`src/rtl/vga_pos_writer.sv`:
```
// ============================================================================
// Module   : vga_pos_writer
// Brief    : Snapshots a six-word sprite-position set and writes it to memory
//            slots BASE_ADDR+1..BASE_ADDR+6 over a shared, granted port.
//            Optional macro BOUNDS_CLAMP_EN clamps x/y words at snapshot.
// Revision : 1.0 - initial release
// ============================================================================
`default_nettype none

module vga_pos_writer #(
    parameter int              ADDR_W    = 16,
    parameter logic [ADDR_W-1:0] BASE_ADDR = '0,
    parameter logic [15:0]     X_MAX     = 16'd639,
    parameter logic [15:0]     Y_MAX     = 16'd479
) (
    input  logic              clk,
    input  logic              reset,
    input  logic              start,
    output logic              ready,
    output logic              done,
    input  logic [15:0]       mx_in,
    input  logic [15:0]       my_in,
    input  logic [15:0]       p1x_in,
    input  logic [15:0]       p1y_in,
    input  logic [15:0]       p2x_in,
    input  logic [15:0]       p2y_in,
    output logic              mem_req,
    input  logic              mem_gnt,
    output logic              mem_we,
    output logic [ADDR_W-1:0] mem_addr,
    output logic [15:0]       mem_data
);

`ifdef BOUNDS_CLAMP_EN
    localparam bit c_CLAMP_EN = 1'b1;
`else
    localparam bit c_CLAMP_EN = 1'b0;
`endif

    localparam logic [2:0] c_FIRST_SLOT = 3'd1;
    localparam logic [2:0] c_LAST_SLOT  = 3'd6;

    typedef enum logic [1:0] {
        S_IDLE  = 2'd0,
        S_WRITE = 2'd1,
        S_DONE  = 2'd2
    } state_t;

    state_t      r_state;
    state_t      w_state_next;
    logic        w_load;
    logic        w_advance;
    logic [2:0]  r_slot;
    logic [15:0] r_mx;
    logic [15:0] r_my;
    logic [15:0] r_p1x;
    logic [15:0] r_p1y;
    logic [15:0] r_p2x;
    logic [15:0] r_p2y;

    // Unsigned saturation to a limit; a pass-through when clamping is disabled.
    function automatic logic [15:0] f_clamp(input logic [15:0] v, input logic [15:0] lim);
        return (c_CLAMP_EN && (v > lim)) ? lim : v;
    endfunction

    always_ff @(posedge clk) begin
        if (!reset) begin
            r_state <= S_IDLE;
        end else begin
            r_state <= w_state_next;
        end
    end

    always_comb begin
        w_state_next = r_state;
        w_load       = 1'b0;
        w_advance    = 1'b0;
        case (r_state)
            S_IDLE: begin
                if (start) begin
                    w_load       = 1'b1;
                    w_state_next = S_WRITE;
                end
            end
            S_WRITE: begin
                if (mem_gnt) begin
                    w_advance = 1'b1;
                    if (r_slot == c_LAST_SLOT) begin
                        w_state_next = S_DONE;
                    end
                end
            end
            S_DONE: begin
                w_state_next = S_IDLE;
            end
            default: begin
                w_state_next = S_IDLE;
            end
        endcase
    end

    // Slot pointer and snapshot; the snapshot is only loaded from IDLE, so
    // input changes while busy never reach memory.
    always_ff @(posedge clk) begin
        if (!reset) begin
            r_slot <= c_FIRST_SLOT;
            r_mx   <= '0;
            r_my   <= '0;
            r_p1x  <= '0;
            r_p1y  <= '0;
            r_p2x  <= '0;
            r_p2y  <= '0;
        end else if (w_load) begin
            r_slot <= c_FIRST_SLOT;
            r_mx   <= f_clamp(mx_in,  X_MAX);
            r_my   <= f_clamp(my_in,  Y_MAX);
            r_p1x  <= f_clamp(p1x_in, X_MAX);
            r_p1y  <= f_clamp(p1y_in, Y_MAX);
            r_p2x  <= f_clamp(p2x_in, X_MAX);
            r_p2y  <= f_clamp(p2y_in, Y_MAX);
        end else if (w_advance) begin
            r_slot <= (r_slot == c_LAST_SLOT) ? c_FIRST_SLOT : r_slot + 3'd1;
        end
    end

    assign ready    = (r_state == S_IDLE);
    assign done     = (r_state == S_DONE);
    assign mem_req  = (r_state == S_WRITE);
    assign mem_we   = (r_state == S_WRITE) && mem_gnt;
    assign mem_addr = BASE_ADDR + ADDR_W'(r_slot);

    always_comb begin
        mem_data = '0;
        case (r_slot)
            3'd1:    mem_data = r_mx;
            3'd2:    mem_data = r_my;
            3'd3:    mem_data = r_p1x;
            3'd4:    mem_data = r_p1y;
            3'd5:    mem_data = r_p2x;
            3'd6:    mem_data = r_p2y;
            default: mem_data = '0;
        endcase
    end

endmodule

`default_nettype wire
```
`config.mk`:
```
export PLATFORM = sky130hd
export DESIGN_NAME = vga_pos_writer
export DESIGN_NICKNAME = d
export VERILOG_FILES = /design/src/rtl/vga_pos_writer.sv
export SDC_FILE = /design/constraint.sdc
export NUM_CORES = 1
export LEC_CHECK = 0
export ABC_AREA = 1
export CORE_UTILIZATION = 49
export CTS_CLUSTER_SIZE = 30
export DETAILED_ROUTE_END_ITERATION = 8
export DONT_BUFFER_PORTS = 1
export GPL_ROUTABILITY_DRIVEN = 0
export SLEW_MARGIN = 20
export SYNTH_ARGS = -nofsm -noshare
export SYNTH_HDL_FRONTEND = slang
export SYNTH_SLANG_ARGS = --single-unit
export TNS_END_PERCENT = 1
```
`constraint.sdc`:
```
create_clock -name clk -period 2.3 [get_ports clk]
set_input_delay 0.46 -clock clk [delete_from_list [all_inputs] [get_ports clk]]
set_output_delay 0.46 -clock clk [all_outputs]
set_load 0.01 [all_outputs]
```
==> metrics, run 1 <==
Syn Std Cell Area 4530 um2; initial antenna violation count 0; Worst Hold Class in -> reg; WP buf/inv 3; Syn Inst Count 678; yosys warns 0; CTS root buffer clkbuf_8; RSZ-0062 raised after global routing true; Max-Cap Viols 0; I/O Pins 136; DR vias/cell a little over 5; CTS tree yes; Clock Tree Buf Depth 2; WL met1 5300 um; layout cell share with drive strength beyond 1 5.45%; pwr dens 751 nW/um2; fillcell total 950; cell row count 34; synth-to-layout area growth 3.45%; Core ar. 8850 um2; FMAX 451 MHz; DR DRC count 8; CTS sink cnt 101; Remaining Overflow, GRT 0; Initial Util approximately half; DR top layer met4; post-CTS setup buffers 0; ant diodes 0; critical-path cell list inv_2, buf_4, nand4_1, nand2_1, inv_1, nand2_1; Crit Path Category reg -> out; met3 wire length 848 um; Met2 Wirelength 5300 um; die area 9630 um2; Setup Skew around 0.0077 ns; Worst EP required 1.84 ns; fin crit period 2.22 ns; Final Routed Wirelength 11600 um; H-tree level count 3; Detailed Place HPWL 8150 um; crit path capture type primary output; Crit Path Max Fanout 20; Synth Register Bits between 100 and 150; post-synthesis cell type count 22; Final nets around 760; CP Launch Type register; final slew viol count 0; max_slew headroom about 65%; Fin. Hold Viols 0; first-pass GRT wire length 18400 um; total track usage 24.6%; Final Util 53.0%; initial DRC count 191; Max VDD drop 0.000368 V; Critical Path AT approximately 1.8 ns; DRT Pass-1 Iters 9; TritonCTS buffer count 9; register area share after synthesis roughly 45%; Via Count 3949; slew at the pin closest to its max-slew limit 0.520 ns; die width 98.2 um; violated checks design-rule violations; leakage 0.00248 uW; Worst path max stage delay 0.37 ns; IO buf count 0; Avg Inst Size Synth 6.68 um2; TNS Setup 0 ns; final hold slack roughly 0.18 ns; clk slew on worst S/H paths 0.10 ns; ANT nets after route 0; vias in the first global route 3644; largest net degree at the start of global routing 100; setup violators final 0; crit share post-route 96.5%; CP delay by family, top buffers and inverters; cell mode on critical path nand2_1; wire per inst 15.1 um; outcome complete, but fails checks; Die Height 98.2 um; critical path's slowest cell dfxtp_1; worst-skew pair later-pin latency about 0.38 ns
-- layout by cell type, fill, tap and decap left out --
cell	n
nand2_1	378
dfxtp_1	100
nand4_1	48
nand3_1	35
inv_1	24
nor2_1	22
conb_1	13
clkbuf_8	10
buf_4	8
nor2_4	3
inv_6	3
inv_2	2
clkinv_1	1
nor2_2	1
a21oi_4	1
nand2_2	1
o22ai_1	1
a21oi_1	1
nor3_1	1
ha_4	1
clkinvlp_4	1
clkinv_2	1
bufinv_16	1
buf_12	1
buf_6	1
dfxtp_2	1
-- routing by layer --
metal	vias to the layer above	GRT usage, %
li1	2041	-
met1	1788	33.1
met2	110	38.7
met3	10	7.37
met4	0	6.08
met5	-	0
-- report_power, final --
part	total, uW	switching, uW	internal [uW]
Sequential	1950	78.5	1870
Combinational	385	279	106
Clock	1180	639	543
Total	3520	997	2520
-- worst paths after layout --
kind                           startpoint  cells after the start                     end  slack (ns)
setup / recovery   r_slot[0]$_SDFFE_PP1P_                      6             mem_data[9]        0.08
hold / removal                   my_in[1]                      2    r_my[1]$_SDFFE_PN0P_        0.18
setup reg to reg  r_state[1]$_SDFFE_PN0P_                      6  r_p1x[11]$_SDFFE_PN0P_        0.78
hold reg to reg     r_my[12]$_SDFFE_PN0P_                      2   r_my[12]$_SDFFE_PN0P_        0.45
-- registers in the layout, indices dropped and copies added, names as in the netlist --
name and cells:
r_mx 16, r_my 16, r_p1x 16, r_p1y 16, r_p2x 16, r_p2y 16, r_slot 3, r_state 2
-- per-stage QoR --
stage	instances	cell area (um2)	total power [uW]	worst slack, ns
after floorplan	690	4580	2300	0.0708
after global placement	752	4460	2360	0.383
after detailed placement	752	4460	2370	0.332
after CTS	768	4670	3540	0.0432
after global routing	768	4690	3690	-0.0182
final	768	4690	3520	0.0813
-- worst reg2reg max path, delay by kind of cell, from the launching register on --
family        cells  cell delay [ns]
simple gates      5             0.72
buf+inv           1             0.38
flops             1             0.36
-- cell type report --
cell class / count / area, um2 / share of cell area (%)
Inverter: 27 / 101 / 2.16
Tap cell: 108 / 135 / 2.88
Clock buffer: 10 / 138 / 2.94
Multi-Input combinational cell: 506 / 2130 / 45.4
Sequential cell: 101 / 2020 / 43.2
Timing Repair Buffer: 10 / 91.3 / 1.95
Clock inverter: 6 / 68.8 / 1.47
-- cells in the mapped netlist --
cell / number / area [um2]
buf_4: 17 / 128
nand2_2: 1 / 6.26
nor2_2: 2 / 12.5
nand2_1: 378 / 1420
dfxtp_1: 101 / 2020
buf_2: 23 / 115
ha_1: 1 / 12.5
nand3_1: 35 / 175
inv_2: 2 / 7.51
nor3_1: 1 / 5.00
a21oi_1: 1 / 5.00
buf_6: 5 / 56.3
clkinv_1: 1 / 3.75
clkbuf_1: 10 / 37.5
buf_1: 1 / 3.75
nand4_1: 48 / 300
inv_1: 24 / 90.1
nor2_1: 22 / 82.6
a21oi_4: 1 / 16.3
conb_1: 1 / 3.75
nor2_4: 2 / 22.5
o22ai_1: 1 / 6.26
-- cells by family after synthesis --
group                      after synthesis  share of synthesized area (%)
buffers and inverters                   83                           9.75
DFF                                    101                           44.6
and+or+nand+nor                        489                           44.7
other                                    1                         0.0828
adders and majority gates                1                          0.276
AOI/OAI and AO/OA                        3                          0.608
-- what timing repair did --
action | CTS | global route
pin swaps | 0 | 0
setup endpoints to repair | 16 | 7
resized for setup | 1 | 3
hold buffers | 0 | 0
No activity file was read; power rests on OpenSTA's default activity.
==> inputs of run 2 (changes only) <==
--- a/config.mk
+++ b/config.mk
@@ -6,11 +6,15 @@
 export NUM_CORES = 1
 export LEC_CHECK = 0
 export ABC_AREA = 1
-export CORE_UTILIZATION = 49
+export CELL_PAD_IN_SITES_DETAIL_PLACEMENT = 1
+export CELL_PAD_IN_SITES_GLOBAL_PLACEMENT = 1
+export CORE_MARGIN = 8
+export CORE_UTILIZATION = 43
 export CTS_CLUSTER_SIZE = 30
 export DETAILED_ROUTE_END_ITERATION = 8
 export DONT_BUFFER_PORTS = 1
 export GPL_ROUTABILITY_DRIVEN = 0
+export PLACE_DENSITY_LB_ADDON = 0.1
 export SLEW_MARGIN = 20
 export SYNTH_ARGS = -nofsm -noshare
 export SYNTH_HDL_FRONTEND = slang
==> run 2 against run 1 <==
- via count is 1.8% higher
- largest power group unchanged
- sequential share of layout area is 0.77 points lower
- the flow now finishes without violations
- register-to-register slack better by 0.05 ns
- critical path type unchanged
- cell area is 1.9% higher
==> metrics, run 2 (synthesis results as in run 1) <==
outcome finished, final reports clean; Initial Util 44.1% (-7.1 points); setup violators final 0 (unchanged); TritonCTS buffer count 9 (unchanged); origin of the critical flop-to-flop path r_state[1]$_SDFFE_PN0P_; largest net degree at the start of global routing 100 (unchanged); RSZ-0062 raised after global routing false; TNS Setup 0 ns (unchanged); Final Util 46.5% (-6.5 points); Worst EP required 1.84 ns (about the same); fillcell total 1397 (+47%); cell row count 37 (+8.8%); layout cell share with drive strength beyond 1 5.45% (unchanged); FMAX 461 MHz (+2.4%); final slew viol count 0 (unchanged); die area 14100 um2 (+46%); Remaining Overflow, GRT 0 (unchanged); DRT Pass-1 Iters 4 (-5); Worst Hold Class in -> reg; wire per inst 17.0 um (+13%); ant diodes 0 (unchanged); most common cell after layout, fill and taps aside nand2_1; initial antenna violation count 0 (unchanged); Post-DP Area 4510 um2 (+1.1%); pwr dens 759 nW/um2 (+1.1%); Core ar. 10300 um2 (+16%); critical path's slowest cell dfxtp_2; fin crit period 2.17 ns (-0.0518 ns); Crit Path Category reg -> out; Crit Path Max Fanout 19 (-5.0%); worst-skew pair later-pin latency 0.37 ns (about the same); DR vias/cell 5.05 (-1.8%); CTS sink cnt 101 (unchanged); crit share post-route 94.2% (-2.3 points); ANT nets after route 0 (unchanged); Max VDD drop 0.000342 V (-7.0%); clk slew on worst S/H paths 0.10 ns (about the same); final hold slack 0.189 ns (+0.00486 ns); CP Launch Type register; total track usage 19.6% (-5.0 points); Via Count 4019 (+1.8%); initial DRC count 213 (+12%); post-CTS setup buffers 0 (unchanged); Worst path max stage delay 0.40 ns (+0.03 ns); IO buf count 0 (unchanged); Detailed Place HPWL 10000 um (+23%); Setup Skew 0.0119 ns (+0.00428 ns); critical-path cell list buf_12, inv_2, buf_4, nand4_1, nand2_1, nor2_1, nand2_1; Max-Cap Viols 0 (unchanged); crit path capture type primary output; first-pass GRT wire length 22000 um (+19%); DR DRC count 0 (-8); Die Height 119 um (+21%); final non-filler cell area 4770 um2 (+1.9%); synth-to-layout area growth 5.39%; cell mode on critical path nand2_1; H-tree level count 3 (unchanged); # hold bufs at CTS 0 (unchanged); min-delay src p2x_in[3]; CTS tree yes; Final nets 756 (unchanged); Fin. Hold Viols 0 (unchanged); die width 119 um (+21%); Critical Path AT 1.71 ns (-0.05 ns); Clock Tree Buf Depth 2 (unchanged); crit path launch r_slot[0]$_SDFFE_PP1P_; vias in the first global route 4186 (+15%); CTS root buffer clkbuf_8; most frequent cells in the layout 378 x nand2_1, 99 x dfxtp_1, 48 x nand4_1; leakage 0.00250 uW (+0.56%); Final Routed Wirelength 13500 um (+17%); I/O Pins 136 (unchanged)
[run 2: worst max-delay path, delay by kind of cell (launching register included)]
family | cells | cell delay, ns
buf+inv | 3 | 0.45
simple gates | 4 | 0.47
flops | 1 | 0.40
[run 2: per-stage QoR]
stage,power (uW),worst slack (ns),cells
floorplan,2300,0.0708,690
global placement,2380,0.385,780
detailed placement,2390,0.335,780
CTS,3660,0.0521,796
global route,3810,0.00854,796
finish,3620,0.133,796
[run 2: report_power, final]
group / internal [uW] / switching, uW / total, uW
registers: 1870 / 83.9 / 1960
clock network: 645 / 620 / 1260
logic: 112 / 290 / 403
total: 2630 / 994 / 3620
[run 2: final timing paths]
kind	to	slack (ns)	cells past startpoint
max	mem_data[2]	0.13	7
min	r_p2x[3]$_SDFFE_PN0P_	0.19	2
max reg2reg	r_p1x[11]$_SDFFE_PN0P_	0.83	6
min reg2reg	r_p2x[4]$_SDFFE_PN0P_	0.45	2
[run 2: cell type report]
cell class                      count  area (um2)  share of cell area [%]
Sequential cell                   101        2020                    42.4
Inverter                           27         101                    2.12
Multi-Input combinational cell    506        2130                    44.6
Clock inverter                      5        83.8                    1.76
Clock buffer                       11         141                    2.96
Tap cell                          136         170                    3.56
Timing Repair Buffer               10         124                    2.59
[run 2: per-layer routing]
layer | routed length, um | track usage (%)
met1 | 6220 | 25.0
met2 | 6210 | 30.4
met3 | 956 | 6.04
met4 | 157 | 7.11
met5 | 0 | 0
[run 2: what timing repair did]
item / CTS / global route
endpoints found under the hold margin: 0 / 0
gates cloned: 0 / 0
endpoints found under the setup margin: 16 / 12
resized for setup: 5 / 5
==> inputs of run 3 (changes only) <==
--- a/config.mk
+++ b/config.mk
@@ -8,6 +8,7 @@
 export ABC_AREA = 1
 export CELL_PAD_IN_SITES_DETAIL_PLACEMENT = 1
 export CELL_PAD_IN_SITES_GLOBAL_PLACEMENT = 1
+export CORE_ASPECT_RATIO = 0.75
 export CORE_MARGIN = 8
 export CORE_UTILIZATION = 43
 export CTS_CLUSTER_SIZE = 30
==> run 3 against run 2 <==
- fmax decreased by 1.6%
- via count increased by 1.5%
- first-iteration DRC count decreased by 12%
- final cell count increased by 0.38%
- sequential share of layout area decreased by 0.89 points
- global-route usage increased by 0.36 points
- flip-flop and latch count unchanged
- non-clock buffer count increased by 4
- core utilization increased by 0.94 points
==> metrics, run 3 (synthesis results as in run 1) <==
Worst R2R End r_p2x[1]$_SDFFE_PN0P_; ANT nets after route 0 (unchanged); post-CTS setup buffers 0 (unchanged); I/O Pins 136 (unchanged); fin crit period 2.20 ns (+0.0358 ns); Initial Util 44.0% (-0.054 points); total track usage 19.9% (+0.36 points); post-cts sizing count 1 (-4); Setup Skew 0.00287 ns (-0.00905 ns); min-delay src mx_in[4]; crit path capture type primary output; Crit Path Category reg -> out; Max-Cap Viols 0 (unchanged); Final Routed Wirelength 14200 um (+4.8%); Remaining Overflow, GRT 0 (unchanged); final non-filler cell area 4880 um2 (+2.1%); DR vias/cell 5.11 (+1.2%); Post-DP Area 4560 um2 (+1.2%); CTS root buffer clkbuf_16; H-tree level count 3 (unchanged); WHS Path Cells 2 (unchanged); Fin. Hold Viols 0 (unchanged); # hold bufs at CTS 0 (unchanged); R2R depth 5 (-1); leakage 0.00256 uW (+2.5%); most common cell after layout, fill and taps aside nand2_1; Detailed Place HPWL 10400 um (+3.5%); wire per inst 17.8 um (+4.4%); TritonCTS buffer count 9 (unchanged); RSZ-0062 raised after global routing false; layout cell share with drive strength beyond 1 6.03% (+0.58 points); Final nets 760 (+0.53%); Final Instance Count excl. Fillers 799 (+0.38%); TNS Setup 0 ns (unchanged); outcome finished, final reports clean; Die Height 105 um (-12%); worst hold endpoint r_mx[4]$_SDFFE_PN0P_; die area 14100 um2 (+0.24%); FMAX 454 MHz (-1.6%); IO buf count 0 (unchanged); cell row count 32 (-14%); CTS sink cnt 101 (unchanged); CP Launch Type register; Worst Hold Class in -> reg; Clock Tree Buf Depth 2 (unchanged); CTS tree yes; die width 135 um (+13%); placed cells 784 (+0.51%); Critical Path AT 1.74 ns (+0.03 ns); max_slew headroom between 50% and 60%; reg-to-reg slack, setup 0.77 ns (-0.06 ns); Worst EP required 1.84 ns (about the same); final hold slack 0.221 ns (+0.0318 ns); Via Count 4081 (+1.5%); origin of the critical flop-to-flop path r_state[1]$_SDFFE_PN0P_; vias in the first global route 4261 (+1.8%); slew at the pin closest to its max-slew limit 0.710 ns; Crit Path Max Fanout 9 (-10); ant diodes 0 (unchanged); worst-skew pair later-pin latency 0.35 ns (-0.02 ns); crit path launch r_slot[0]$_SDFFE_PP1P_; largest net degree at the start of global routing 97 (-3.0%); Final Util 47.4% (+0.94 points); DR DRC count 0 (unchanged); setup violators final 0 (unchanged); most frequent cells in the layout 378 x nand2_1, 99 x dfxtp_1, 48 x nand4_1; clk slew on worst S/H paths 0.07 ns (-0.03 ns); synth-to-layout area growth 7.65%; initial antenna violation count 0 (unchanged); initial DRC count 187 (-12%); DRT Pass-1 Iters 4 (unchanged); first-pass GRT wire length 22200 um (+1.1%); Core ar. 10300 um2 (+0.12%); fillcell total 1376 (-1.5%); pwr dens 802 nW/um2 (+5.6%); crit share post-route 95.8% (+1.6 points); final slew viol count 0 (unchanged); Max VDD drop 0.000375 V (+9.7%)
[run 3: how the worst max path moves through the flow]
stage                               to  slack [ns]  cells after the start
after detailed placement   mem_data[9]        0.33                      6
after CTS                 mem_data[12]        0.01                      7
after floorplan           mem_data[10]        0.07                     11
after global placement     mem_data[9]        0.35                      6
final                      mem_data[5]         0.1                      6
after global routing       mem_data[5]       0.006                      6
[run 3: worst max-delay path, stage by stage, from the launching register on]
cell,delay (ns)
dfxtp_2,0.37
nor2_2,0.35
buf_4,0.24
nand3_1,0.08
nand2_1,0.15
nor2_1,0.08
nand2_1,0.13
[run 3: stage by stage]
stage	total power (uW)	setup slack (ns)
6_report	3910	0.0972
3_3_place_gp	2390	0.355
5_1_grt	4080	0.00600
2_1_floorplan	2300	0.0708
4_1_cts	3960	0.0122
3_5_place_dp	2410	0.329
[run 3: cell type report]
type                            instances  area, um2  area share [%]
Multi-Input combinational cell        506       2110            43.4
Sequential cell                       101       2020            41.5
Clock buffer                           11        253            5.18
Tap cell                              136        170            3.49
Timing Repair Buffer                   14        166            3.41
Inverter                               27        101            2.08
Clock inverter                          4       47.5           0.975
[run 3: metal layers]
metal  vias to the layer above  part of all wire (%)  GRT usage [%]
li1                       2053                     -              -
met1                      1894                    47           26.1
met2                       116                    44           30.8
met3                        18                   6.3           5.50
met4                         0                   2.0           6.95
met5                         -                     0              0
[run 3: power by group]
| part | switching, uW | internal, uW | total [uW] |
|---|---|---|---|
| combinational | 296 | 119 | 416 |
| sequential | 83.5 | 1880 | 1960 |
| clock | 645 | 893 | 1540 |
| total | 1020 | 2890 | 3910 |
